===== config.mk =====
export PLATFORM = sky130hd
export DESIGN_NAME = dlx_pipe_ctrl_flat
export DESIGN_NICKNAME = d
export VERILOG_FILES = /design/src/rtl/dlx_pkg.sv /design/src/rtl/dlx_pipe_ctrl_if.sv /design/src/rtl/dlx_stage_reg.sv /design/src/rtl/dlx_pipe_ctrl.sv /design/src/flat_wrapper.sv
export SDC_FILE = /design/constraint.sdc
export NUM_CORES = 1
export LEC_CHECK = 0
export CAP_MARGIN = 20
export CORE_ASPECT_RATIO = 0.75
export CORE_UTILIZATION = 43
export DETAILED_ROUTE_END_ITERATION = 10
export PLACE_DENSITY = 0.88
export SYNTH_ARGS = -nofsm -noshare
export SYNTH_HDL_FRONTEND = slang
export SYNTH_HIERARCHICAL = 1
export SYNTH_SLANG_ARGS = --single-unit

===== constraint.sdc =====
create_clock -name clk -period 2.1 [get_ports clk]
set_input_delay 0.42 -clock clk [delete_from_list [all_inputs] [get_ports clk]]
set_output_delay 0.42 -clock clk [all_outputs]
set_load 0.03 [all_outputs]

===== src/rtl/dlx_pkg.sv =====
// Shared types and constants for the DLX pipeline sequencer.
// Stage indices assume the default five-stage layout.
package dlx_pkg;

    localparam int XLEN_D = 32;

    localparam int IF_S = 0;
    localparam int ID_S = 1;
    localparam int EX_S = 2;
    localparam int WB_S = 4;

    typedef enum logic [2:0] {
        ST_RESET,
        ST_FILL,
        ST_RUN,
        ST_ISTALL,
        ST_DSTALL
    } pipe_state_t;

endpackage


===== src/rtl/dlx_pipe_ctrl_if.sv =====
// Handshake and status bundle between the core stages and the sequencer.
// The sequencer takes the slave side; the core (or bench) takes the master side.
interface dlx_pipe_ctrl_if #(
    parameter int XLEN    = 32,
    parameter int NSTAGES = 5
);

    logic                           i_data_valid;
    logic                           d_data_valid;
    logic                           d_req;
    logic                           load_use;
    logic                           redir_id;
    logic [XLEN-1:0]                redir_id_pc;
    logic                           redir_ex;
    logic [XLEN-1:0]                redir_ex_pc;
    logic [XLEN-1:0]                i_address;
    logic [NSTAGES-1:0][XLEN-1:0]   stage_pc;
    logic [NSTAGES-1:0]             stage_valid;
    logic [NSTAGES-1:0]             stage_en;
    logic                           started;

    modport master (
        output i_data_valid, d_data_valid, d_req,
        output load_use,
        output redir_id, redir_id_pc,
        output redir_ex, redir_ex_pc,
        input  i_address, stage_pc, stage_valid,
        input  stage_en, started
    );

    modport slave (
        input  i_data_valid, d_data_valid, d_req,
        input  load_use,
        input  redir_id, redir_id_pc,
        input  redir_ex, redir_ex_pc,
        output i_address, stage_pc, stage_valid,
        output stage_en, started
    );

endinterface


===== src/rtl/dlx_stage_reg.sv =====
// One pipeline slot: PC plus valid flag, loaded under enable.
// A bubble loads the PC but forces the slot invalid.
module dlx_stage_reg #(
    parameter int              XLEN   = 32,
    parameter logic [XLEN-1:0] RST_PC = '0
) (
    input  logic            clk,
    input  logic            reset_n,
    input  logic            en,
    input  logic            bubble,
    input  logic [XLEN-1:0] d_pc,
    input  logic            d_valid,
    output logic [XLEN-1:0] q_pc,
    output logic            q_valid
);

    always_ff @(posedge clk or negedge reset_n) begin
        if (!reset_n) begin
            q_pc    <= RST_PC;
            q_valid <= 1'b0;
        end else if (en) begin
            q_pc    <= d_pc;
            q_valid <= d_valid & ~bubble;
        end
    end

endmodule


===== src/rtl/dlx_pipe_ctrl.sv =====
// DLX pipeline sequencer: fetch PC, stage PC/valid chain,
// memory-handshake stalls, load-use bubbles and redirect flushes.
module dlx_pipe_ctrl
    import dlx_pkg::*;
#(
    parameter int              XLEN      = XLEN_D,
    parameter int              NSTAGES   = 5,
    parameter int              MEM_STAGE = 3,
    parameter logic [XLEN-1:0] RESET_PC  = '0
) (
    input  logic       clk,
    input  logic       reset_n,
    dlx_pipe_ctrl_if.slave bus
);

    localparam logic [XLEN-1:0] PC_INC = XLEN'(XLEN / 8);

    pipe_state_t state;
    pipe_state_t state_nx;

    logic [NSTAGES-1:0][XLEN-1:0] spc;
    logic [NSTAGES-1:0][XLEN-1:0] dpc;
    logic [NSTAGES-1:0]           sv;
    logic [NSTAGES-1:0]           dv;
    logic [NSTAGES-1:0]           en;
    logic [NSTAGES-1:0]           bub;
    logic [XLEN-1:0]              pc_nx;

    logic active;
    logic dstall;
    logic rex;
    logic rid;
    logic lu;
    logic ist;
    logic started_q;

    assign active = state inside {ST_RUN, ST_ISTALL, ST_DSTALL};

    // Conditions are built mutually exclusive, highest priority first.
    always_comb begin
        dstall = active & bus.d_req
               & sv[MEM_STAGE] & ~bus.d_data_valid;
        rex = active & ~dstall
            & bus.redir_ex & sv[EX_S];
        rid = active & ~dstall & ~rex
            & bus.redir_id & sv[ID_S];
        lu  = active & ~dstall & ~rex & ~rid
            & bus.load_use & sv[ID_S];
        ist = active & ~dstall & ~rex & ~rid & ~lu
            & ~bus.i_data_valid;
    end

    always_comb begin
        en       = '0;
        bub      = '0;
        state_nx = state;
        pc_nx    = spc[IF_S] + PC_INC;
        unique case (state)
            ST_RESET: state_nx = ST_FILL;
            ST_FILL: begin
                if (bus.i_data_valid) begin
                    en       = '1;
                    state_nx = ST_RUN;
                end
            end
            default: begin
                state_nx = ST_RUN;
                unique case (1'b1)
                    dstall: state_nx = ST_DSTALL;
                    rex: begin
                        en        = '1;
                        bub[IF_S] = 1'b1;
                        bub[ID_S] = 1'b1;
                        bub[EX_S] = 1'b1;
                        pc_nx     = bus.redir_ex_pc;
                    end
                    rid: begin
                        en        = '1;
                        bub[IF_S] = 1'b1;
                        bub[ID_S] = 1'b1;
                        pc_nx     = bus.redir_id_pc;
                    end
                    lu: begin
                        en        = '1;
                        en[IF_S]  = 1'b0;
                        en[ID_S]  = 1'b0;
                        bub[EX_S] = 1'b1;
                    end
                    ist: begin
                        en        = '1;
                        en[IF_S]  = 1'b0;
                        bub[ID_S] = 1'b1;
                        state_nx  = ST_ISTALL;
                    end
                    default: en = '1;
                endcase
            end
        endcase
    end

    // Slot 0 is the fetch PC; ID is fed by the completed fetch.
    always_comb begin
        dpc[IF_S] = pc_nx;
        dv[IF_S]  = 1'b1;
        for (int k = 1; k < NSTAGES; k++) begin
            dpc[k] = spc[k-1];
            dv[k]  = (k == ID_S) ? 1'b1 : sv[k-1];
        end
    end

    for (genvar k = 0; k < NSTAGES; k++) begin : g_st
        dlx_stage_reg #(
            .XLEN   (XLEN),
            .RST_PC ((k == IF_S) ? RESET_PC : '0)
        ) u_reg (
            .clk     (clk),
            .reset_n (reset_n),
            .en      (en[k]),
            .bubble  (bub[k]),
            .d_pc    (dpc[k]),
            .d_valid (dv[k]),
            .q_pc    (spc[k]),
            .q_valid (sv[k])
        );
    end

    always_ff @(posedge clk or negedge reset_n) begin
        if (!reset_n) begin
            state     <= ST_RESET;
            started_q <= 1'b0;
        end else begin
            state <= state_nx;
            if (state == ST_FILL && bus.i_data_valid)
                started_q <= 1'b1;
        end
    end

    assign bus.i_address   = spc[IF_S];
    assign bus.stage_pc    = spc;
    assign bus.stage_valid = sv;
    assign bus.stage_en    = en;
    assign bus.started     = started_q;

endmodule


===== src/flat_wrapper.sv =====
// flat-port wrapper written by rule: the top's interface ports become plain ports
module dlx_pipe_ctrl_flat import dlx_pkg::*;
#(
    parameter int              XLEN      = XLEN_D,
    parameter int              NSTAGES   = 5,
    parameter int              MEM_STAGE = 3,
    parameter logic [XLEN-1:0] RESET_PC  = '0
)
  (clk, reset_n, bus_i_data_valid, bus_d_data_valid, bus_d_req, bus_load_use, bus_redir_id, bus_redir_id_pc, bus_redir_ex, bus_redir_ex_pc, bus_i_address, bus_stage_pc, bus_stage_valid, bus_stage_en, bus_started);
  dlx_pipe_ctrl_if #(.XLEN(XLEN), .NSTAGES(NSTAGES)) bus_i ();
  input  logic clk;
  input  logic reset_n;
  input wire logic [$bits(bus_i.i_data_valid)-1:0] bus_i_data_valid;
  input wire logic [$bits(bus_i.d_data_valid)-1:0] bus_d_data_valid;
  input wire logic [$bits(bus_i.d_req)-1:0] bus_d_req;
  input wire logic [$bits(bus_i.load_use)-1:0] bus_load_use;
  input wire logic [$bits(bus_i.redir_id)-1:0] bus_redir_id;
  input wire logic [$bits(bus_i.redir_id_pc)-1:0] bus_redir_id_pc;
  input wire logic [$bits(bus_i.redir_ex)-1:0] bus_redir_ex;
  input wire logic [$bits(bus_i.redir_ex_pc)-1:0] bus_redir_ex_pc;
  output wire logic [$bits(bus_i.i_address)-1:0] bus_i_address;
  output wire logic [$bits(bus_i.stage_pc)-1:0] bus_stage_pc;
  output wire logic [$bits(bus_i.stage_valid)-1:0] bus_stage_valid;
  output wire logic [$bits(bus_i.stage_en)-1:0] bus_stage_en;
  output wire logic [$bits(bus_i.started)-1:0] bus_started;
  assign bus_i.i_data_valid = bus_i_data_valid;
  assign bus_i.d_data_valid = bus_d_data_valid;
  assign bus_i.d_req = bus_d_req;
  assign bus_i.load_use = bus_load_use;
  assign bus_i.redir_id = bus_redir_id;
  assign bus_i.redir_id_pc = bus_redir_id_pc;
  assign bus_i.redir_ex = bus_redir_ex;
  assign bus_i.redir_ex_pc = bus_redir_ex_pc;
  assign bus_i_address = bus_i.i_address;
  assign bus_stage_pc = bus_i.stage_pc;
  assign bus_stage_valid = bus_i.stage_valid;
  assign bus_stage_en = bus_i.stage_en;
  assign bus_started = bus_i.started;
  dlx_pipe_ctrl #(.XLEN(XLEN), .NSTAGES(NSTAGES), .MEM_STAGE(MEM_STAGE), .RESET_PC(RESET_PC)) u_core (.clk(clk), .reset_n(reset_n), .bus(bus_i));
endmodule

==> results.cfg <==
[critical_path]
cp_common_cell = buf_6
regToRegEndpoint = u_core/g_st[1].u_reg/q_pc[28]
reg2reg_depth = 8
r2r-start = u_core/state[0]
cp.arrival_ns = 1.85
critPathBufInv = 2
cp_max_fo = 3
start_kind = flop
required_ns = 1.68
crit_family = simple AND/OR/NAND/NOR gates
critPathKind = reg -> out
slowest_stage = or3b_4
cp-end-kind = output port
ff2ff_setup_slack_ns = -0.03
crit_chain = or3b_4, buf_6, a21oi_4, nand3_2, o21ai_4, buf_6
slowest_delay_ns = 0.41

[timing]
worst_pin_slew_ns = 0.628
hold_viol = 0
layout_setup_ws_ns = -0.175
max_freq_mhz = 440
tns_ns = -0.879
finalMaxSlewViolations = 0
finalCritPeriodShare_pct = 108
setup_viol = 26
slew_headroom_pct = 57.8
min_period_ns = 2.27
final.setup_skew_ns = 0.0152
rsz0062_at_grt = yes

[logic_synthesis]
synth_seq_cells = 169
synth_simple_gate_area_share_pct = 6.30
yosysMostFrequentCell = dfrtp_1
synth_top_family_by_area = multiplexers
synth_xor_area_share_pct = 1.01
synth_area_leader_cell = dfrtp_1
syn_area_sq_um = 8700
yosys_warnings = 6
synth_seq_area_share_pct = 48.6
ys_types = 54
synth.area.mux_share_pct = 26.8
synthCells = 623
async_flop_share_pct = 100
syn_area_per_cell_sq_um = 14.0
synthAdderAreaFrac_pct = 0.144
yosys-top-cells-count = dfrtp_1 (169), mux2_4 (140), buf_4 (35)
synth-compound-area-share_pct = 8.47
synth_top_cell_area_share_pct = 48.6
synth_ff_type = dfrtp_1
synthTopCellsByArea = dfrtp_1 (49%), mux2_4 (24%), buf_12 (3.5%)
synth-edff-count = 0

[place]
place_hpwl_microns = 18000
portBuffers = 274
place_congestion = 0.847
placed_area_sq_um = 11900
dp.cells = 1162

[cts]
clk_latency_ns = 0.43
clk_pin_slew_worst_paths_ns = 0.07
cts_sinks = 169
htree_levels = 4
root_buffer = clkbuf_16
cts_tree = done
cts_buffers = 17
cts_max_path_buffers = 2

[min_path]
hold_path_depth = 3
whs_endpoint = u_core/state[2]
holdCritStartpoint = bus_d_data_valid
hp-class = in -> reg

[run]
cap_violations = 0

[floorplan]
die-width_microns = 166
core_area_sq_um = 19600
rows = 44
start_util_pct = 44.4
die_area_sq_um = 20800
die_h_microns = 125
top_level_ports = 275

[global_routing]
grtUsageTotal_pct = 24.4
grt_pass1_wl_microns = 38700
grt_max_degree = 56
grt_pass1_vias = 6633
grt-ovfl-total = 0
use_met1_pct = 32.6
busiest_layer = met2
met3_usage_pct = 5.76
antenna_found_initial = 3
met2_usage_pct = 39.1

[cells_and_area]
final_nets = 1017
areaGrowthSynthToFinish_pct = 47.2
finish.utilization_pct = 65.3
fillers = 1449
drive_above_1_share_pct = 34.7
post-route-cell-area_sq_um = 12800
fin_cells = 1213

[power]
max-vdd-ir-drop_mv = 1.27
total_power_mw = 24.6
power_density_nw_per_um2 = 1920
p_leak_nw = 6.02

[drt]
vias_per_cell = 5.37
drt_iter0_drc = 466
firstDrtPassIters = 10
drc_errors = 40
routed_wl_microns = 25400
final_antenna_net_count = 0
vias = 6516
routedWlPerCell_microns = 20.9

[status]
violations = design-rule violations, negative setup slack
status = complete, but fails checks
-- metal layers --
| metal | vias up | part of all wire, % |
|---|---|---|
| li1 | 2919 | - |
| met2 | 280 | 47 |
| met1 | 3280 | 45 |
| met4 | 0 | 2.3 |
| met5 | - | 0 |
| met3 | 37 | 6.2 |
-- registers in the layout, summed over array words and instances (netlist names) --
register,cells
u_core/bus.started,1
u_core/state,3
u_core/g_st.u_reg/q_valid,5
u_core/g_st.u_reg/q_pc,160
-- cells in the final DEF, fill, tap and decap left out, types with 5 or more instances in the layout --
cell type | netlist | final
o211ai_1 | 8 | 8
buf_12 | 15 | 11
dfrtp_2 | 0 | 20
nand2_1 | 15 | 15
and2_1 | 6 | 6
buf_4 | 35 | 72
xnor2_1 | 6 | 6
dfrtp_1 | 169 | 149
inv_1 | 9 | 8
a21oi_1 | 9 | 8
o22ai_1 | 18 | 18
clkbuf_16 | 0 | 20
o221ai_1 | 5 | 5
o21ai_0 | 9 | 7
or4_1 | 6 | 6
nor2_1 | 13 | 11
buf_6 | 7 | 14
nand3_1 | 12 | 11
and3_1 | 8 | 7
a22oi_1 | 23 | 21
nand3b_1 | 7 | 7
clkdlybuf4s50_1 | 0 | 228
nand4_1 | 8 | 8
mux2_2 | 20 | 20
dlymetal6s2s_1 | 0 | 23
dlygate4sd2_1 | 0 | 17
mux2_4 | 140 | 140
-- layout make-up --
cell class	count	area (sq um)	share of cell area [%]
sequential	169	4250	33.2
timing repair buffer	373	3800	29.7
multi-input combinational	373	3790	29.6
clock buffer	18	439	3.43
tap	253	317	2.47
clock inverter	14	156	1.22
inverter	10	40.0	0.313
antenna	3	7.51	0.0587
-- per-stage QoR --
step,hold WS (ns),setup WS [ns]
after floorplan,0.124,0.000712
after global placement,0.379,-0.261
after detailed placement,0.383,-0.357
after CTS,0.411,-0.193
after global routing,0.450,-0.258
final,0.459,-0.175
-- worst register-to-register path: cells and delay by family (launching register included) --
family / cells / cell delay, ns
and+or+nand+nor: 2 / 0.54
buffers and inverters: 3 / 0.53
DFF: 1 / 0.39
muxes: 1 / 0.35
AOI/OAI and AO/OA: 2 / 0.22
-- logic make-up (layout without fill, tap and decap cells) --
kind of cell / Yosys count / after routing
mux: 160 / 160
buf+inv: 83 / 415
xor+xnor: 10 / 10
other cells: 2 / 7
flops: 169 / 169
simple gates: 96 / 96
fa+ha+maj: 1 / 1
compound gates: 102 / 102
-- power by group --
group | switching (mW) | leakage, nW | internal, mW
clock | 1.47 | 0.292 | 1.62
sequential | 1.45 | 2.00 | 4.87
combinational | 7.57 | 3.73 | 7.59
total | 10.5 | 6.02 | 14.1
-- what timing repair did --
| action | in CTS | in global routing |
|---|---|---|
| endpoints found under the hold margin | 42 | 0 |
| pin swaps | 3 | 6 |
| resized for setup | 34 | 38 |
| endpoints found under the setup margin | 20 | 133 |
| cloned | 1 | 3 |
| hold buffers | 1 | 0 |
| buffers inserted | 7 | 5 |
-- worst max path at each step --
stage	from	end	slack [ns]	cells past startpoint
2_1_floorplan	u_core/state[1]	u_core/g_st[0].u_reg/q_pc[29]	0.0007	8
3_3_place_gp	bus_redir_ex	u_core/g_st[0].u_reg/q_pc[22]	-0.26	7
3_5_place_dp	bus_redir_ex	u_core/g_st[1].u_reg/q_pc[17]	-0.36	7
4_1_cts	u_core/state[0]	bus_stage_en[1]	-0.19	6
5_1_grt	u_core/state[0]	bus_stage_en[1]	-0.26	6
6_report	u_core/state[0]	bus_stage_en[1]	-0.17	6
Note: power is estimated with default switching activity, not from simulation.
